**src/rtl/pc_ctrl_pipe.sv**
```systemverilog
// pc_ctrl_pipe
//   Program-counter controller for the pipelined core. It holds the PC and
//   the Z/V/N flag register, and it resolves conditional PC-relative (B,
//   opcode 1100) and register (BR, opcode 1101) branches. A taken branch
//   raises flush so the younger fetched instruction is squashed. A halt
//   (opcode 1111) moves a RUN -> DRAIN -> HALTED machine so in-flight work
//   retires before hlt is raised.
//
// Ports
//   clk, rst     clock, synchronous active-high reset
//   stall        hold the PC and suppress branch/halt action this cycle
//   instr        instruction in decode: opcode [15:12], cond [11:9],
//                offset [OFF_W-1:0]
//   instr_valid  instr is real (0 = bubble; bubbles still advance the PC)
//   rs_reg       register target for BR
//   fl           execute flags {Z,V,N}
//   fl_op        opcode of the instruction that produced fl
//   fl_valid     fl / fl_op are valid this cycle
//   pc           registered PC
//   pc_inc       pc + INC
//   taken        branch taken this cycle (combinational)
//   flush        squash the younger instruction (equal to taken)
//   halting      state is DRAIN
//   hlt          state is HALTED
module pc_ctrl_pipe #(
  parameter int              PC_W      = 16,
  parameter int              OFF_W     = 9,
  parameter int              INC       = 2,
  parameter logic [PC_W-1:0] RESET_PC  = '0,
  parameter int              DRAIN_CYC = 3,
  parameter int              BYPASS    = 1
) (
  input  logic            clk,
  input  logic            rst,
  input  logic            stall,
  input  logic [15:0]     instr,
  input  logic            instr_valid,
  input  logic [PC_W-1:0] rs_reg,
  input  logic [2:0]      fl,
  input  logic [3:0]      fl_op,
  input  logic            fl_valid,
  output logic [PC_W-1:0] pc,
  output logic [PC_W-1:0] pc_inc,
  output logic            taken,
  output logic            flush,
  output logic            halting,
  output logic            hlt
);

  // The counter only ever holds values 0 .. DRAIN_CYC-1.
  localparam int CNT_W = (DRAIN_CYC > 1) ? $clog2(DRAIN_CYC) : 1;
  localparam logic [CNT_W-1:0] DRAIN_LOAD = CNT_W'(DRAIN_CYC - 1);

  typedef enum logic [1:0] {
    ST_RUN     = 2'd0,
    ST_DRAIN   = 2'd1,
    ST_HALTED  = 2'd2
  } state_t;

  state_t            state_reg, state_next;
  logic [PC_W-1:0]   pc_reg, pc_next;
  logic [CNT_W-1:0]  cnt_reg, cnt_next;
  logic              z_reg, v_reg, n_reg;

  logic [3:0]        opcode;
  logic [2:0]        cond;
  logic              is_b, is_br, is_hlt;
  logic              wr_zvn, wr_z;
  logic              z_eff, v_eff, n_eff;
  logic              cond_true;
  logic [PC_W-1:0]   off_ext;
  logic [PC_W-1:0]   b_target;
  logic [PC_W-1:0]   target;

  assign opcode = instr[15:12];
  assign cond   = instr[11:9];
  assign is_b   = (opcode == 4'b1100);
  assign is_br  = (opcode == 4'b1101);
  assign is_hlt = (opcode == 4'b1111);

  // fl_op 0000/0001 write all three flags, 0010/0011 write Z only.
  assign wr_zvn = fl_valid && (fl_op[3:1] == 3'b000);
  assign wr_z   = fl_valid && (fl_op[3:2] == 2'b00);

  // With forwarding enabled, a flag being written this cycle is seen by
  // the branch in decode without waiting for the register.
  assign z_eff = ((BYPASS != 0) && wr_z)   ? fl[2] : z_reg;
  assign v_eff = ((BYPASS != 0) && wr_zvn) ? fl[1] : v_reg;
  assign n_eff = ((BYPASS != 0) && wr_zvn) ? fl[0] : n_reg;

  always_comb begin
    cond_true = 1'b0;
    case (cond)
      3'b000:  cond_true = !z_eff;
      3'b001:  cond_true = z_eff;
      3'b010:  cond_true = !z_eff && !n_eff;
      3'b011:  cond_true = n_eff;
      3'b100:  cond_true = z_eff || (!z_eff && !n_eff);
      3'b101:  cond_true = z_eff || n_eff;
      3'b110:  cond_true = v_eff;
      default: cond_true = 1'b1;
    endcase
  end

  assign pc_inc   = pc_reg + PC_W'(INC);
  // Offset counts half-words: sign-extend, then scale by two.
  assign off_ext  = {{(PC_W-OFF_W){instr[OFF_W-1]}}, instr[OFF_W-1:0]};
  assign b_target = pc_inc + {off_ext[PC_W-2:0], 1'b0};
  assign target   = is_br ? rs_reg : b_target;

  assign taken   = (state_reg == ST_RUN) && instr_valid && !stall
                   && (is_b || is_br) && cond_true;
  assign flush   = taken;
  assign pc      = pc_reg;
  assign halting = (state_reg == ST_DRAIN);
  assign hlt     = (state_reg == ST_HALTED);

  // Next PC / state. Outside RUN the PC is frozen; DRAIN counts down
  // regardless of stall.
  always_comb begin
    pc_next    = pc_reg;
    state_next = state_reg;
    cnt_next   = cnt_reg;
    case (state_reg)
      ST_RUN: begin
        if (!stall) begin
          if (instr_valid && is_hlt) begin
            state_next = ST_DRAIN;
            cnt_next   = DRAIN_LOAD;
          end else if (taken) begin
            pc_next = target;
          end else begin
            pc_next = pc_inc;
          end
        end
      end
      ST_DRAIN: begin
        if (cnt_reg == '0) begin
          state_next = ST_HALTED;
        end else begin
          cnt_next = cnt_reg - 1'b1;
        end
      end
      ST_HALTED: begin
        state_next = ST_HALTED;
      end
      default: begin
        state_next = ST_RUN;
      end
    endcase
  end

  always_ff @(posedge clk) begin
    if (rst) begin
      pc_reg    <= RESET_PC;
      state_reg <= ST_RUN;
      cnt_reg   <= '0;
    end else begin
      pc_reg    <= pc_next;
      state_reg <= state_next;
      cnt_reg   <= cnt_next;
    end
  end

  // Flags are written from execute independently of stall and state.
  always_ff @(posedge clk) begin
    if (rst) begin
      z_reg <= 1'b0;
      v_reg <= 1'b0;
      n_reg <= 1'b0;
    end else begin
      if (wr_z) begin
        z_reg <= fl[2];
      end
      if (wr_zvn) begin
        v_reg <= fl[1];
        n_reg <= fl[0];
      end
    end
  end

endmodule

```
**config.mk**
```make
export PLATFORM = sky130hd
export DESIGN_NAME = pc_ctrl_pipe
export DESIGN_NICKNAME = d
export VERILOG_FILES = /design/src/rtl/pc_ctrl_pipe.sv
export SDC_FILE = /design/constraint.sdc
export NUM_CORES = 1
export LEC_CHECK = 0
export CORE_ASPECT_RATIO = 0.5
export CORE_MARGIN = 4
export CORE_UTILIZATION = 30
export DETAILED_ROUTE_END_ITERATION = 8
export HOLD_SLACK_MARGIN = 0.03
export SLEW_MARGIN = 30
export SYNTH_ARGS = -nofsm -noshare
export SYNTH_HDL_FRONTEND = slang
export SYNTH_SLANG_ARGS = --single-unit
```
**constraint.sdc**
```tcl
create_clock -name clk -period 3.3 [get_ports clk]
set_input_delay 0.495 -clock clk [delete_from_list [all_inputs] [get_ports clk]]
set_output_delay 0.495 -clock clk [all_outputs]
set_load 0.05 [all_outputs]
```
==> flow_metrics.env <==
export IMPL_worst_slew_pin_slew_ns=0.5426
export IMPL_yosys_most_used_dff="dfxtp_1"
export IMPL_yosysMostFrequentCell="nor2_1"
export IMPL_crit_type="in -> out"
export IMPL_grt_busiest_layer="met2"
export IMPL_die_height_um=71.48
export IMPL_syn_area_per_cell_um2=7.798
export IMPL_antenna_found_initial=0
export IMPL_ys_seq_area_share_pct=19.05
export IMPL_clkSinkCount=23
export IMPL_cts_tree="yes"
export IMPL_ys_warn_count=0
export IMPL_final_area_um2=3806
export IMPL_ff2ff_path_depth=12
export IMPL_setup_viol=0
export IMPL_ir_drop_uv=191.4
export IMPL_vias=2544
export IMPL_wl_um=7538
export IMPL_synth_largest_area_cell="dfxtp_1"
export IMPL_gr_usage_met2_pct=26.56
export IMPL_fin_cells=508
export IMPL_grt_total_usage_pct=15.82
export IMPL_max_clock_path_buffers=2
export IMPL_htree_levels=1
export IMPL_use_met1_pct=22.49
export IMPL_grt_pass1_wl_um=12700
export IMPL_ant_nets=0
export IMPL_die_area_um2=9645
export IMPL_synthCells=310
export IMPL_core_area_um2=7570
export IMPL_die_w_um=134.9
export IMPL_io_pin_count=80
export IMPL_nets=465
export IMPL_end_kind="output pin"
export IMPL_whs_ns=0.4656
export IMPL_row_count=22
export IMPL_period_minus_slack_ns=3.159
export IMPL_cp_start_kind="input port"
export IMPL_firstDrtPassIters=5
export IMPL_skew_ns=0.003687
export IMPL_largest_register_ffs=16
export IMPL_hold_depth=2
export IMPL_numCtsBuffers=3
export IMPL_slew_headroom_pct=63.71
export IMPL_place_hpwl_um=6281
export IMPL_synth_seq_cells=23
export IMPL_yosysUniqueCellTypes=64
export IMPL_io_buffers=78
export IMPL_initial_core_util_pct=31.93
export IMPL_holdCritPathClass="reg -> reg"
export IMPL_drive_gt1_share_pct=20.50
export IMPL_cp_data_arrival_time_ns=2.66
export IMPL_status="finished clean"
export IMPL_ys_top_cells_by_count="nor2_1, nand2_1, a21oi_1"
export IMPL_maxSlewViolCount=0
export IMPL_syn_nets=374
export IMPL_ys_async_sr_fraction_pct=0
export IMPL_grt_max_degree=16
export IMPL_drv_cap=0
export IMPL_drt_vias_per_instance=5.008
export IMPL_detail_route_iter0_violations=101
export IMPL_p_clk_share_pct=21.4
export IMPL_nFillCells=731
export IMPL_p_comb_share_pct=51.4
export IMPL_cp_data_required_time_ns=2.80
export IMPL_syn_to_final_growth_pct=57.45
export IMPL_overflow=0
export IMPL_drc_errors=0
export IMPL_synthTopCellsByArea="dfxtp_1, ha_1, nor2_1"
export IMPL_met3_usage_pct=2.244
export IMPL_seqPwrFrac_pct=27.3
export IMPL_synth_top_cell_area_share_pct=19.05
export IMPL_num_antenna_cells=0
export IMPL_max_freq_ghz=0.3165
export IMPL_insertion_delay_ns=0.25
export IMPL_layout_setup_ws_ns=0.1407
export IMPL_switchingPower_uw=473.5
export IMPL_routedWlPerCell_um=14.84
export IMPL_synth_edf_count=0
export IMPL_clkTransAtPathRegs_ns=0.06
export IMPL_period_share_pct=95.74
export IMPL_synth_cell_area_um2=2417
export IMPL_place_inst=499
export IMPL_place_area_um2=3651
export IMPL_p_int_uw=735.9
export IMPL_gp_congestion=0.8383
export IMPL_grt_pass1_vias=2602
export IMPL_p_leak_uw=0.001523
export IMPL_powerDensity_nw_per_um2=317.7
export IMPL_cp_max_fo=4
export IMPL_root_buffer="clkbuf_16"
export IMPL_hold_violations=0
export IMPL_netSwitchingFraction_pct=39.15
export IMPL_pre_cts_slack_ns=-0.06006
## routing by layer
metal / up-vias / share of wire (%)
li1: 1318 / -
met1: 1185 / 48
met2: 39 / 47
met3: 2 / 3.9
met4: 0 / 0.25
met5: - / 0
## layout make-up
type,instances,area [µm²],area share (%)
clock buffer,4,78.83,2.071
sequential,23,489.2,12.85
multi-input combinational,257,2072,54.44
tap,108,135.1,3.550
timing repair buffer,99,967.2,25.41
inverter,17,63.81,1.677
## stage by stage
stage	util, %	TNS, ns	power (µW)
after floorplan	-	0	756.9
after global placement	48.23	-0.04657	939.2
after detailed placement	48.23	-0.06006	949.2
after CTS	49.27	0	1216
after global routing	50.28	-0.0004179	1301
final	50.28	0	1209
## path summary, 6_finish.rpt
check / startpoint / end / slack, ns
max: fl_op[2] / flush / 0.14
min: cnt_reg[1]$_SDFFE_PP0P_ / cnt_reg[1]$_SDFFE_PP0P_ / 0.47
max reg2reg: pc[1]$_SDFFE_PP0P_ / pc[15]$_SDFFE_PP0P_ / 0.19
min reg2reg: cnt_reg[1]$_SDFFE_PP0P_ / cnt_reg[1]$_SDFFE_PP0P_ / 0.47
## layout by cell type, fill, tap and decap left out, types with 6 or more instances in the layout
cell,instances
clkdlybuf4s50_1,73
nor2_1,30
nand2_1,25
a21oi_1,24
buf_4,22
o21ai_0,19
inv_1,16
ha_1,16
dfxtp_1,14
mux2i_1,9
a21o_1,8
xor2_1,7
or3_1,7
dfxtp_4,7
a211oi_1,6
nand3_1,6
## cell families (layout without fill, tap and decap cells)
kind of cell	Yosys count	in the layout	share of synthesized area, %
adder cells (fa/ha/maj)	20	20	10.66
multiplexers	11	11	5.280
flip-flops	23	23	19.05
AND/OR/NAND/NOR	113	113	24.22
buffers and inverters	30	120	7.039
AO/OA/AOI/OAI	90	90	24.84
XOR/XNOR	23	23	8.902
## power groups by stage
stage	Sequential, µW	Combinational (µW)	Clock [µW]
3_5_place_dp	337	612	0
3_3_place_gp	336	604	0
2_1_floorplan	367	390	0
5_1_grt	335	685	281
4_1_cts	331	617	268
6_report	330	621	258
## worst max-delay path, stage by stage
cell and delay, ns:
clkdlybuf4s50_1 0.47, nor4b_4 0.37, mux2_2 0.39, a221o_1 0.33, a21boi_2 0.26, buf_4 0.20, buf_12 0.14
## timing repair
action,CTS,global route
gates resized for setup,0,9
buffers inserted,0,5
endpoints found under the setup margin,0,3
hold buffers,0,0
(Power assumes the default switching activity.)
